File: src/rtl/full_logic_param.sv
// full_logic_param: parametrised transmit-layer logic block.
//   Words written into a main FIFO are routed by their top DEST_WIDTH bits
//   into NUM_CH channel FIFOs, each with its own pop port. The almost-full
//   thresholds are captured while in INIT and throttle the main->channel
//   transfer. A control FSM reports init/idle/active/error status.
//
// Ports:
//   clk, reset          rising-edge clock, async active-high reset
//   init                request threshold programming
//   umbral_main/_ch     main / per-channel almost-full thresholds (CW bits)
//   wr_enable, data_in  main FIFO write port
//   pop                 per-channel pop request (NUM_CH bits)
//   data_out, valid_out per-channel registered output word and strobe
//   empty_ch            per-channel empty flag
//   almost_full_main    main count >= effective main threshold
//   error_ch            sticky pop-while-empty flag per channel
//   error_out, active_out, idle_out, init_out   one-hot FSM status
//
// Build option: define FULL_LOGIC_ERROR_RECOVER_EN to let init=1 in ERROR
// flush all FIFOs and return to INIT; otherwise ERROR is left only by reset.

module full_logic_param #(
    parameter int DATA_WIDTH = 6,
    parameter int DEST_WIDTH = 1,
    parameter int FIFO_DEPTH = 8,
    localparam int CW        = $clog2(FIFO_DEPTH) + 1,
    localparam int NUM_CH    = 2 ** DEST_WIDTH
) (
    input  logic                         clk,
    input  logic                         reset,
    input  logic                         init,
    input  logic [CW-1:0]                umbral_main,
    input  logic [CW-1:0]                umbral_ch,
    input  logic                         wr_enable,
    input  logic [DATA_WIDTH-1:0]        data_in,
    input  logic [NUM_CH-1:0]            pop,
    output logic [NUM_CH*DATA_WIDTH-1:0] data_out,
    output logic [NUM_CH-1:0]            valid_out,
    output logic [NUM_CH-1:0]            empty_ch,
    output logic                         almost_full_main,
    output logic [NUM_CH-1:0]            error_ch,
    output logic                         error_out,
    output logic                         active_out,
    output logic                         idle_out,
    output logic                         init_out
);

    localparam int AW = $clog2(FIFO_DEPTH);

    typedef enum logic [2:0] {
        ST_RESET,
        ST_INIT,
        ST_IDLE,
        ST_ACTIVE,
        ST_ERROR
    } state_t;

    state_t state, state_nxt;

    logic [DATA_WIDTH-1:0] main_mem [FIFO_DEPTH];
    logic [AW-1:0]         main_rd, main_wr;
    logic [CW-1:0]         main_cnt;
    logic [CW-1:0]         ch_cnt [NUM_CH];

    logic [CW-1:0]         thr_main, thr_ch, eff_main, eff_ch;
    logic [DATA_WIDTH-1:0] head;
    logic [DEST_WIDTH-1:0] head_dest;
    logic                  xfer, wr_allowed, main_push, wr_overflow;
    logic                  err_ev, flush, any_nonempty;
    logic [NUM_CH-1:0]     ch_push, ch_pop, pop_err, ch_nonempty;

    // A zero or out-of-range threshold means "no early backpressure".
    assign eff_main = (thr_main == '0 || thr_main > CW'(FIFO_DEPTH)) ? CW'(FIFO_DEPTH) : thr_main;
    assign eff_ch   = (thr_ch   == '0 || thr_ch   > CW'(FIFO_DEPTH)) ? CW'(FIFO_DEPTH) : thr_ch;

    assign head      = main_mem[main_rd];
    assign head_dest = head[DATA_WIDTH-1 -: DEST_WIDTH];

    // Head-of-line: only the head word may move; a blocked head stalls all.
    assign xfer        = (main_cnt != '0) && (ch_cnt[head_dest] < eff_ch);
    assign wr_allowed  = (state == ST_IDLE) || (state == ST_ACTIVE);
    // Full is judged after the same-cycle transfer frees a slot.
    assign wr_overflow = wr_allowed && wr_enable && (main_cnt == CW'(FIFO_DEPTH)) && !xfer;
    assign main_push   = wr_allowed && wr_enable && !wr_overflow;

    assign err_ev       = wr_overflow || (|pop_err);
    assign any_nonempty = (main_cnt != '0) || (|ch_nonempty);

`ifdef FULL_LOGIC_ERROR_RECOVER_EN
    assign flush = (state == ST_ERROR) && init;
`else
    assign flush = 1'b0;
`endif

    assign almost_full_main = (main_cnt >= eff_main);

    assign init_out   = (state == ST_INIT);
    assign idle_out   = (state == ST_IDLE);
    assign active_out = (state == ST_ACTIVE);
    assign error_out  = (state == ST_ERROR);

    always_comb begin
        state_nxt = state;
        unique case (state)
            ST_RESET:  state_nxt = ST_INIT;
            ST_INIT:   if (!init) state_nxt = ST_IDLE;
            ST_IDLE:   if (init) state_nxt = ST_INIT;
                       else if (any_nonempty) state_nxt = ST_ACTIVE;
            ST_ACTIVE: if (init) state_nxt = ST_INIT;
                       else if (!any_nonempty) state_nxt = ST_IDLE;
            ST_ERROR:  if (flush) state_nxt = ST_INIT;
            default:   state_nxt = ST_RESET;
        endcase
        if (err_ev && (state != ST_RESET) && !flush)
            state_nxt = ST_ERROR;
    end

    always_ff @(posedge clk or posedge reset) begin
        if (reset) begin
            state    <= ST_RESET;
            thr_main <= CW'(FIFO_DEPTH);
            thr_ch   <= CW'(FIFO_DEPTH);
            main_rd  <= '0;
            main_wr  <= '0;
            main_cnt <= '0;
        end else begin
            state <= state_nxt;
            if (state == ST_INIT) begin
                thr_main <= umbral_main;
                thr_ch   <= umbral_ch;
            end
            if (flush) begin
                main_rd  <= '0;
                main_wr  <= '0;
                main_cnt <= '0;
            end else begin
                if (xfer)      main_rd <= main_rd + AW'(1);
                if (main_push) main_wr <= main_wr + AW'(1);
                unique case ({main_push, xfer})
                    2'b10:   main_cnt <= main_cnt + CW'(1);
                    2'b01:   main_cnt <= main_cnt - CW'(1);
                    default: main_cnt <= main_cnt;
                endcase
            end
        end
    end

    always_ff @(posedge clk) begin
        if (main_push) main_mem[main_wr] <= data_in;
    end

    for (genvar g = 0; g < NUM_CH; g++) begin : g_ch
        logic [DATA_WIDTH-1:0] mem [FIFO_DEPTH];
        logic [AW-1:0]         rd, wr;
        logic [CW-1:0]         cnt;

        assign ch_cnt[g]      = cnt;
        assign ch_nonempty[g] = (cnt != '0);
        assign empty_ch[g]    = (cnt == '0);
        assign ch_push[g]     = xfer && (head_dest == DEST_WIDTH'(g));
        assign ch_pop[g]      = pop[g] && (cnt != '0) && (state != ST_RESET);
        assign pop_err[g]     = pop[g] && (cnt == '0) && (state != ST_RESET);

        always_ff @(posedge clk) begin
            if (ch_push[g]) mem[wr] <= head;
        end

        always_ff @(posedge clk or posedge reset) begin
            if (reset) begin
                rd                                 <= '0;
                wr                                 <= '0;
                cnt                                <= '0;
                data_out[g*DATA_WIDTH +: DATA_WIDTH] <= '0;
                valid_out[g]                       <= 1'b0;
                error_ch[g]                        <= 1'b0;
            end else begin
                valid_out[g] <= ch_pop[g];
                if (ch_pop[g]) data_out[g*DATA_WIDTH +: DATA_WIDTH] <= mem[rd];
                if (flush) begin
                    rd          <= '0;
                    wr          <= '0;
                    cnt         <= '0;
                    error_ch[g] <= 1'b0;
                end else begin
                    if (pop_err[g]) error_ch[g] <= 1'b1;
                    if (ch_pop[g])  rd <= rd + AW'(1);
                    if (ch_push[g]) wr <= wr + AW'(1);
                    unique case ({ch_push[g], ch_pop[g]})
                        2'b10:   cnt <= cnt + CW'(1);
                        2'b01:   cnt <= cnt - CW'(1);
                        default: cnt <= cnt;
                    endcase
                end
            end
        end
    end

endmodule

File: config.mk
export PLATFORM = sky130hd
export DESIGN_NAME = full_logic_param
export DESIGN_NICKNAME = d
export VERILOG_FILES = /design/src/rtl/full_logic_param.sv
export SDC_FILE = /design/constraint.sdc
export NUM_CORES = 1
export LEC_CHECK = 0
export ABC_CLOCK_PERIOD_IN_PS = 5200
export BUFFER_PORTS_ARGS = -buffer_cell sky130_fd_sc_hd__buf_4
export CAP_MARGIN = 0
export CORE_UTILIZATION = 60
export CTS_BUF_LIST = sky130_fd_sc_hd__clkbuf_2
export DETAILED_ROUTE_END_ITERATION = 10
export PLACE_DENSITY = 0.75
export SYNTH_ARGS = -nofsm -noshare
export SYNTH_HDL_FRONTEND = slang
export SYNTH_SLANG_ARGS = --single-unit
File: constraint.sdc
create_clock -name clk -period 5.2 [get_ports clk]
set_input_delay 0.26 -clock clk [delete_from_list [all_inputs] [get_ports clk]]
set_output_delay 0.26 -clock clk [all_outputs]
set_load 0.02 [all_outputs]
Word level (Yosys, flattened, before mapping)
Memories as Yosys holds them, arrays and structs flattened. A register that Yosys moved wholly into a read port is not among the register bits.
Cells that the tools add are included.

cells by class
  equal/unequal tests = 15
  add/subtract/negate cells = 12
  magnitude comparators = 5
  reduce and logical (&&, ||, !) cells = 38
  multiplexer cells = 21
  bitwise gates (word level) = 2

operator list
  operator               number
  $pmux W4 S2            3
  $mux W4                5
  $add A3 B1 Y3 const B  6
  $mux W3                6
  $logic_and A1 B1 Y1    16
  $logic_not A4 Y1       4
  $pmux W3 S5            1
  $add A4 B1 Y4 const B  3
  $reduce_bool A4 Y1     3
  $sub A4 B1 Y4 const B  3
  $gt A4 B4 Y1 const B   2
  $eq A2 B1 Y1 const B   3
  $eq A2 B2 Y1 const B   3
  $eq A3 B2 Y1 const B   2
  $mux W1                6
  $reduce_bool A2 Y1     3
  $logic_or A1 B1 Y1     5
  $eq A4 B4 Y1 const B   1
  $ge A4 B4 Y1           1
  $lt A4 B4 Y1           1
  $ne A4 B2 Y1 const B   1
  $ne A4 B3 Y1 const B   1
  $reduce_and A4 Y1      1
  $reduce_or A2 Y1       2
  10 further kinds       11

word-level totals
  register bits after elaboration = 45
  output and inout port bits = 23
  word-level logic and storage cells = 112
  bits in writable memories = 144
  memories kept = 3

memory list
  memory       depth  width  rd ports  clocked after Yosys merged registers in  wr ports  RTL line  text
  g_ch[0].mem  8      6      1         1                                        1         153       logic [DATA_WIDTH-1:0] mem [FIFO_DEPTH];
  g_ch[1].mem  8      6      1         1                                        1         153
  main_mem     8      6      1         0                                        1         60        logic [DATA_WIDTH-1:0] main_mem [FIFO_DEPTH];

Depth between registers and ports, before layout
Gate-level depths: netlist (run 1).
An unclocked memory read counts as a cell.

  depth in word-level cells = 13
  gate-level depth with buffers = 18

Least setup slack after synthesis (run 1)
Ideal clock, no wire load.

  path type = flip-flop to flip-flop
  from = reg main_rd[0]
  to = reg main_cnt[3]
  stages on the path, launching flop included = 19
  slack = 1,024 ps
  buffers on the path = 0
  arrival = 4,054 ps
  library setup time = 122 ps
  data required time = 5,078 ps
  cells stage by stage = dfrtp_1 mux4_2 mux2i_4 inv_1 nand2_1 nand2_1 ha_1 a21o_1 a221oi_1 nand3_4 nand2_4 nand2_4 inv_2 ha_1 a21oi_1 nand2_1 nor4_1 o2bb2ai_1 a21oi_1

between the ends
  word-level cells in the longest chain between the ends = 13
  elaborated cells on any way between the ends = 15
  those cells by class = 1 x order compare; 2 x eq/ne; 4 x mux; 1 x bitwise; 6 x reduce/logical; 1 x memory

ends and longest elaborated chain
  item                                               RTL line  text
  start: declaration                                 61        logic [AW-1:0] main_rd, main_wr;
  start signal: assignment                           137       if (xfer) main_rd <= main_rd + AW'(1);
  $mem_v2 Z8 W6 *                                    --
  via head[5]                                        66        logic [DATA_WIDTH-1:0] head;
  $not A1 Y2 (implied by the code) *                 80        assign xfer = (main_cnt != '0) && (ch_cnt[head_dest] < eff_ch);
  $mux W4 (implied by the code) * (3 in a row)       80
  $lt A4 B4 Y1 *                                     80
  $logic_and A1 B1 Y1 *                              80
  $logic_not A1 Y1                                   83        assign wr_overflow = wr_allowed && wr_enable && (main_cnt == CW'(FIFO_DEPTH)) && !xfer;
  $logic_and A1 B1 Y1                                83
  $logic_not A1 Y1                                   84        assign main_push = wr_allowed && wr_enable && !wr_overflow;
  $logic_and A1 B1 Y1                                84
  $eq A2 B1 Y1 or $eq A2 B2 Y1 (tied branches)       139       unique case ({main_push, xfer})
  $pmux W4 S2 or $reduce_bool A2 Y1 (tied branches)  --
  end signal: assignment                             140       2'b10: main_cnt <= main_cnt + CW'(1);
  end signal: assignment                             141       2'b01: main_cnt <= main_cnt - CW'(1);
  end signal: assignment                             142       default: main_cnt <= main_cnt;
  end: declaration                                   62        logic [CW-1:0] main_cnt;

The timed path passes the listed nets; every way through them passes the cells marked *. The select of a mux whose other input is x is not followed.
A chain may end at the register's enable or synchronous reset.

Worst setup path after layout (run 1)
Same ends and word-level chain as after synthesis.

==> metrics.cfg, run 1 <==
[cts]
htreeDepth = 2
ctsHoldBuffers = 20
clockBufferDepth = 3
cts_buffers = 50
clock_sinks = 201
cts_resized = 0
worstSkewPairLatency_ns = 0.80
root_buffer = clkbuf_2
clk_pin_slew_ns = 0.10
cts_tree = built
post_cts_buffers = 0

[sta]
drv_slew = 0
setup_viol = 0
worst_slew_pin_slew_ns = 1.03
fmax_mhz = 207
tns_ns = 0
min_period_ns = 4.83
worst_clock_skew_ns = 0.0539
relSlewSlack_pct = 30.8
finalCritPeriodShare_pct = 92.8
rsz0062_at_grt = false
finalHoldViolCount = 0

[route]
viasPerCell = 5.62
drt_iter0_drc = 255
firstDrtPassIters = 4
wl_per_cell_um = 18.3
wl_mm = 15.3
topRoutingLayerUsed = met4
dr_wl_met2_mm = 7.65
wl_met3_um = 631
drcViolationCount = 0
route.vias.total = 4712
drt-met1-wl_mm = 6.67
antenna_left = 0

[yosys]
synth-warning-count = 0
synth_most_common_cell = edfxtp_1
synthCells = 502
ys_seq_elements = 201
synth_async_sr_flop_share_pct = 28.4
synth_top_area_cell = edfxtp_1
synthesis.nets = 545
netlist.area_leader.share_pct = 51.2
ys_types = 46
synth_edf_count = 144
synth.area.top_cells = edfxtp_1, dfrtp_1, mux4_2
seq_area_frac_synth_pct = 68.1
netlist_area_sq_mm = 0.00845
ys_top_cells_by_count = edfxtp_1, dfrtp_1, mux4_2
synthFlopType = edfxtp_1
avgSynthCellArea_sq_um = 16.8

[setup_path]
cp_max_fo = 18
crit_type = register to register
startpoint_type = register
cp.arrival_ns = 5.48
cp-end-kind = register
cp.required_ns = 5.86

[floorplan]
dieWidth_um = 121
die_h_um = 121
die_area_sq_mm = 0.0146
coreArea_sq_mm = 0.0135
fp-row-count = 42
start_util_pct = 62.5
ioPinCount = 43

[grt]
grt-ovfl-total = 0
grt_max_degree = 58
grt_usage_pct = 23.0
antenna_found_initial = 0
grt_pass1_wl_mm = 25.2
grt_pass1_vias = 5043

[layout]
n_antenna_cell = 0
area_growth_syn_to_layout_pct = 15.3
nFillCells = 881
drive_gt1_share_pct = 33.4
seq_area_sq_mm = 0.00575
multiInputGateArea_sq_mm = 0.00259
fin_nets = 664

[pwr]
clockPowerShare_pct = 15.2
power_frac_seq_pct = 42.0
pwr_density_cell_mw_per_mm2 = 691
swShare_pct = 38.3
power.switching_uw = 2580
peakVddDrop_uv = 417
leakagePower_uw = 0.00372
p_int_uw = 4150
power_uw = 6730
p_comb_share_pct = 42.8

[placement]
port_buffers = 42
dpl.hpwl_mm = 9.69
gp_congestion = 0.836

[run]
maxCapViolCount = 0

[min_path]
hp-class = primary input to async pin

[status]
status = complete, no violations

-- worst paths after layout --
check / start / endpoint / slack (ns) / cells after the start
min in group clk: data_in[0] / main_mem[6][0] / 0.26 / 2
hold / removal: reset / main_cnt[1] / 0.23 / 4
hold reg to reg: g_ch[0].cnt[3] / g_ch[0].cnt[3] / 0.50 / 1
setup / recovery: main_rd[0] / main_cnt[3] / 0.37 / 18
setup reg to reg: main_rd[0] / main_cnt[3] / 0.37 / 18
max in group asynchronous: reset / g_ch[1].rd[1] / 4.41 / 4
-- critical path: stages (launching register included) --
cell and delay, ns:
dfrtp_1 0.59, mux4_2 0.59, mux2i_4 0.31, inv_1 0.34, nand2_1 0.17, nand2_1 0.07
ha_1 0.30, a21o_1 0.17, a221oi_1 0.49, nand3_4 0.25, nand2_4 0.18, nand2_4 0.07
inv_2 0.09, ha_1 0.27, a21oi_1 0.16, nand2_1 0.10, nor4_1 0.35, o2bb2ai_1 0.17
a21oi_1 0.05
-- layout by cell type (no fill, tap or decap), drive strengths merged, types with 8 or more instances in the layout --
cell type    instances
inv                 11
nor4                 8
xnor2               14
dfrtp               55
nor2                28
ha                  21
clkinv               9
buf                 64
edfxtp             144
mux4                36
mux2                19
nor3                12
nand2b               9
dlygate4sd3         20
xor2                10
nand2               33
mux2i               15
clkbuf              82
a21oi               19
-- power by group through the flow --
stage | Combinational [uW] | Sequential [uW] | Clock [uW]
2_1_floorplan | 2250 | 2690 | 0
3_3_place_gp | 2740 | 2840 | 0
3_5_place_dp | 2880 | 2870 | 0
4_1_cts | 2910 | 2840 | 1060
5_1_grt | 3180 | 2900 | 1130
6_report | 2880 | 2830 | 1020
-- per-stage QoR --
stage	area, sq um	setup WS [ns]	utilization, %	instances	hold slack [ns]
after CTS	9740	0.355	72.1	838	0.187
after detailed placement	9080	0.345	67.2	725	0.436
after floorplan	8450	1.02	-	502	0.333
final	9740	0.374	72.1	838	0.228
after global routing	9740	0.0749	72.1	838	0.227
after global placement	9080	0.550	67.2	725	0.431
-- layer usage --
layer  vias to the layer above  global-route usage, %
met3                        29                   4.72
met1                      2360                   30.0
met5                         -                      0
met4                         0                   11.1
met2                       122                   37.3
li1                       2201                      -
-- state kept, by name, summed over array words and instances (netlist names), 4 cells and up --
| register | flops |
|---|---|
| g_ch.wr | 6 |
| g_ch.mem | 96 |
| g_ch.rd | 6 |
| main_mem | 48 |
| data_out | 12 |
| g_ch.cnt | 8 |
| thr_ch | 4 |
| thr_main | 4 |
| main_cnt | 4 |
-- cell families after synthesis --
| group | count (synthesis) | share of synthesized area [%] |
|---|---|---|
| adder cells (fa/ha/maj) | 23 | 3.58 |
| flip-flops | 201 | 68.1 |
| AND/OR/NAND/NOR | 121 | 7.72 |
| buffers and inverters | 27 | 1.26 |
| multiplexers | 70 | 14.1 |
| XOR/XNOR | 24 | 2.49 |
| AO/OA/AOI/OAI | 36 | 2.74 |
-- area by class of cell --
cell class | count | area share (%)
sequential | 201 | 59.1
multi-input combinational | 274 | 26.6
timing repair buffer | 84 | 6.99
clock buffer | 82 | 4.22
tap | 176 | 2.26
clock inverter | 11 | 0.476
inverter | 10 | 0.386
No activity file was read; power rests on OpenSTA's default activity.
==> inputs of run 2 (changes only) <==
--- a/config.mk
+++ b/config.mk
@@ -5,6 +5,7 @@
 export SDC_FILE = /design/constraint.sdc
 export NUM_CORES = 1
 export LEC_CHECK = 0
+export ABC_AREA = 1
 export ABC_CLOCK_PERIOD_IN_PS = 5200
 export BUFFER_PORTS_ARGS = -buffer_cell sky130_fd_sc_hd__buf_4
 export CAP_MARGIN = 0
==> run 2 against run 1 <==
Design area rose by 0.45%. Synthesized cell count rose by 53%. Core utilization fell by 1.9 points. Global-route usage rose by 2.1 points. Fmax rose by 22%. Sequential power fell by 3%. Count of clock-buffer cells in the layout fell by 2. Clock power fell by 4%. Worst setup slack improved by 0.87 ns. Routed wire length rose by 15%. Critical endpoint is now g_ch[1].cnt[3]. Largest cell class unchanged.
==> metrics.cfg, run 2 <==
[status]
status = complete, no violations  ; unchanged

[pwr]
power_frac_seq_pct = 40.3  ; was 42.0%
pwr_density_cell_mw_per_mm2 = 696  ; was 691 mW/mm^2
power.switching_uw = 2950  ; was 2580 uW
clockPowerShare_pct = 14.4  ; was 15.2%
leakagePower_uw = 0.00402  ; was 0.00372 uW
peakVddDrop_uv = 507  ; was 417 uV
power_uw = 6800  ; was 6730 uW
p_comb_share_pct = 45.3  ; was 42.8%
swShare_pct = 43.3  ; was 38.3%
p_int_uw = 3860  ; was 4150 uW

[setup_path]
r2r_start = main_rd[1]  ; was main_rd[0]
cp-end-kind = register  ; unchanged
cp.arrival_ns = 4.60  ; was 5.48 ns
crit_type = register to register  ; unchanged
critPathLaunch = main_rd[1]  ; was main_rd[0]
cp_max_fo = 14  ; was 18
r2r_cells = 19  ; was 18
startpoint_type = register  ; unchanged
setup.worst_path.end = g_ch[1].cnt[3]  ; was main_cnt[3]
cp.required_ns = 5.84  ; was 5.86 ns
r2r_end = g_ch[1].cnt[3]  ; was main_cnt[3]
r2r_slack_ns = 1.24  ; was 0.37 ns

[yosys]
netlist_area_sq_mm = 0.00863  ; was 0.00845 sq mm
synth_most_common_cell = edfxtp_1  ; unchanged
synth-warning-count = 0  ; unchanged
synth_edf_count = 144  ; unchanged
synth_async_sr_flop_share_pct = 28.4  ; unchanged
ys_seq_elements = 201  ; unchanged
seq_area_frac_synth_pct = 66.6  ; was 68.1%
avgSynthCellArea_sq_um = 11.3  ; was 16.8 sq um
synth.area.top_cells = edfxtp_1, dfrtp_1, o21ai_0  ; was edfxtp_1, dfrtp_1, mux4_2
synth_top_area_cell = edfxtp_1  ; unchanged
ys_top_cells_by_count = edfxtp_1, nand2_1, nor2_1  ; was edfxtp_1, dfrtp_1, mux4_2
synthCells = 766  ; was 502
netlist.area_leader.share_pct = 50.1  ; was 51.2%
synthFlopType = edfxtp_1  ; unchanged
synthesis.nets = 809  ; was 545
ys_types = 35  ; was 46

[placement]
port_buffers = 42  ; unchanged
gp_congestion = 0.905  ; was 0.836
dpl.hpwl_mm = 11.6  ; was 9.69 mm

[layout]
area_growth_syn_to_layout_pct = 13.3  ; was 15.3%
top_regs = g_ch.mem: 96 flops, main_mem: 48 flops, data_out: 12 flops  ; unchanged
final_common_cell = edfxtp_1  ; unchanged
final_cell_mix = edfxtp_1, nand2_1, nor2_1, o21ai_0, clkbuf_2  ; was edfxtp_1, clkbuf_2, buf_4, dfrtp_1, mux4_2
fin_nets = 906  ; was 664
largest_reg_flops = 96  ; unchanged
top_register = g_ch.mem  ; unchanged
drive_gt1_share_pct = 17.7  ; was 33.4%

[sta]
rsz0062_at_grt = false  ; unchanged
fmax_mhz = 253  ; was 207 MHz
drv_slew = 0  ; unchanged
whs_ns = 0.250  ; was 0.228 ns
finalHoldViolCount = 0  ; unchanged
setup_viol = 0  ; unchanged
tns_ns = 0  ; unchanged
worst_clock_skew_ns = 0.0573  ; was 0.0539 ns
worst_slew_pin_slew_ns = 0.931  ; was 1.03 ns
min_period_ns = 3.96  ; was 4.83 ns
finalCritPeriodShare_pct = 76.2  ; was 92.8%
relSlewSlack_pct = 37.5  ; was 30.8%

[floorplan]
fp-row-count = 43  ; was 42
die_h_um = 122  ; was 121 um
die_area_sq_mm = 0.0149  ; was 0.0146 sq mm
start_util_pct = 62.0  ; was 62.5%
ioPinCount = 43  ; unchanged
coreArea_sq_mm = 0.0139  ; was 0.0135 sq mm
dieWidth_um = 122  ; was 121 um

[min_path]
hp-class = primary input to register  ; was primary input to async pin

[cts]
worstSkewPairLatency_ns = 0.77  ; was 0.80 ns
htreeDepth = 2  ; unchanged
cts_resized = 0  ; unchanged
cts_tree = built  ; unchanged
clockBufferDepth = 3  ; unchanged
clock_sinks = 201  ; unchanged
root_buffer = clkbuf_2  ; unchanged
clk_pin_slew_ns = 0.12  ; was 0.10 ns
cts_buffers = 48  ; was 50

[route]
firstDrtPassIters = 5  ; was 4
antenna_left = 0  ; unchanged
wl_per_cell_um = 16.3  ; was 18.3 um
route.vias.total = 5951  ; was 4712
drcViolationCount = 0  ; unchanged
wl_mm = 17.6  ; was 15.3 mm
viasPerCell = 5.52  ; was 5.62
drt_iter0_drc = 470  ; was 255

[grt]
globalRouteMet2Util_pct = 42.4  ; was 37.3%
grt_max_degree = 58  ; unchanged
grt_pass1_vias = 5932  ; was 5043
antenna_found_initial = 1  ; was 0
grt-ovfl-total = 0  ; unchanged
grt_pass1_wl_mm = 28.3  ; was 25.2 mm
grt_util_met3_pct = 4.87  ; was 4.72%
grt.busiest_layer = met2  ; unchanged
grt_usage_pct = 25.2  ; was 23.0%
use_met1_pct = 31.6  ; was 30.0%

[run]
maxCapViolCount = 0  ; unchanged

-- run 2: cell type report --
type / count / area [sq um]
clock inverters: 4 / 20.0
clock buffers: 80 / 400
flip-flops and latches: 201 / 5750
fillers: 1003 / 4160
diodes: 1 / 2.50
multi-input cells: 469 / 2530
well taps: 180 / 225
repair buffers: 70 / 576
inverters: 73 / 277
-- run 2: how the worst min path moves through the flow --
stage / from / to / slack, ns / cells past startpoint
6_report: data_in[4] / main_mem[7][4] / 0.25 / 2
5_1_grt: data_in[4] / main_mem[7][4] / 0.24 / 2
3_3_place_gp: error_ch[1] / error_ch[1] / 0.45 / 2
4_1_cts: data_in[4] / main_mem[7][4] / 0.19 / 2
3_5_place_dp: error_ch[1] / error_ch[1] / 0.46 / 2
2_1_floorplan: data_in[0] / main_mem[0][0] / 0.36 / 0
-- run 2: repair_timing --
action / in CTS / in global routing
endpoints found under the setup margin: 0 / 0
hold buffers: 20 / 0
setup buffers: 0 / 0
hold endpoints to repair: 117 / 0
-- run 2: cells by family after synthesis --
logic type               share of synthesized area (%)
AND/OR/NAND/NOR                                   13.8
buffers and inverters                             4.25
flip-flops                                        66.6
AO/OA/AOI/OAI                                     10.0
adder cells (fa/ha/maj)                           3.51
XOR/XNOR                                          1.83
-- run 2: power groups by stage --
stage | Sequential [uW] | Clock [uW] | Combinational [uW]
2_1_floorplan | 2680 | 0 | 2240
3_3_place_gp | 2740 | 0 | 2890
3_5_place_dp | 2770 | 0 | 3050
4_1_cts | 2730 | 1010 | 3090
5_1_grt | 2790 | 1090 | 3490
6_report | 2740 | 981 | 3080
-- run 2: per-layer routing --
layer	routed length [um]	part of all wire, %
met5	0	0
met4	269	1.5
met3	1100	6.2
met2	8800	50
met1	7390	42
-- run 2: critical path, cell delays in order, from the launching register on --
cell and delay [ns]:
dfrtp_1 0.60, inv_1 0.27, nand3_1 0.17, nand3_2 0.10, nand2_4 0.14, o21ai_0 0.10
ha_1 0.32, a211oi_1 0.42, nand2_4 0.19, nor2_4 0.16, inv_2 0.06, ha_1 0.23
ha_1 0.33, nand2_1 0.08, nor2_1 0.04, a211oi_1 0.22, nor2_1 0.08, nor2_1 0.11
nand2_1 0.07, xor2_1 0.14
-- run 2: per-stage QoR --
step,utilization (%),cells,worst slack [ns],cell area (sq um)
3_3_place_gp,65.7,973,1.50,9160
2_1_floorplan,-,766,1.88,8630
5_1_grt,70.2,1078,0.877,9780
3_5_place_dp,65.7,973,1.31,9160
4_1_cts,70.2,1077,1.27,9780
6_report,70.2,1078,1.24,9780
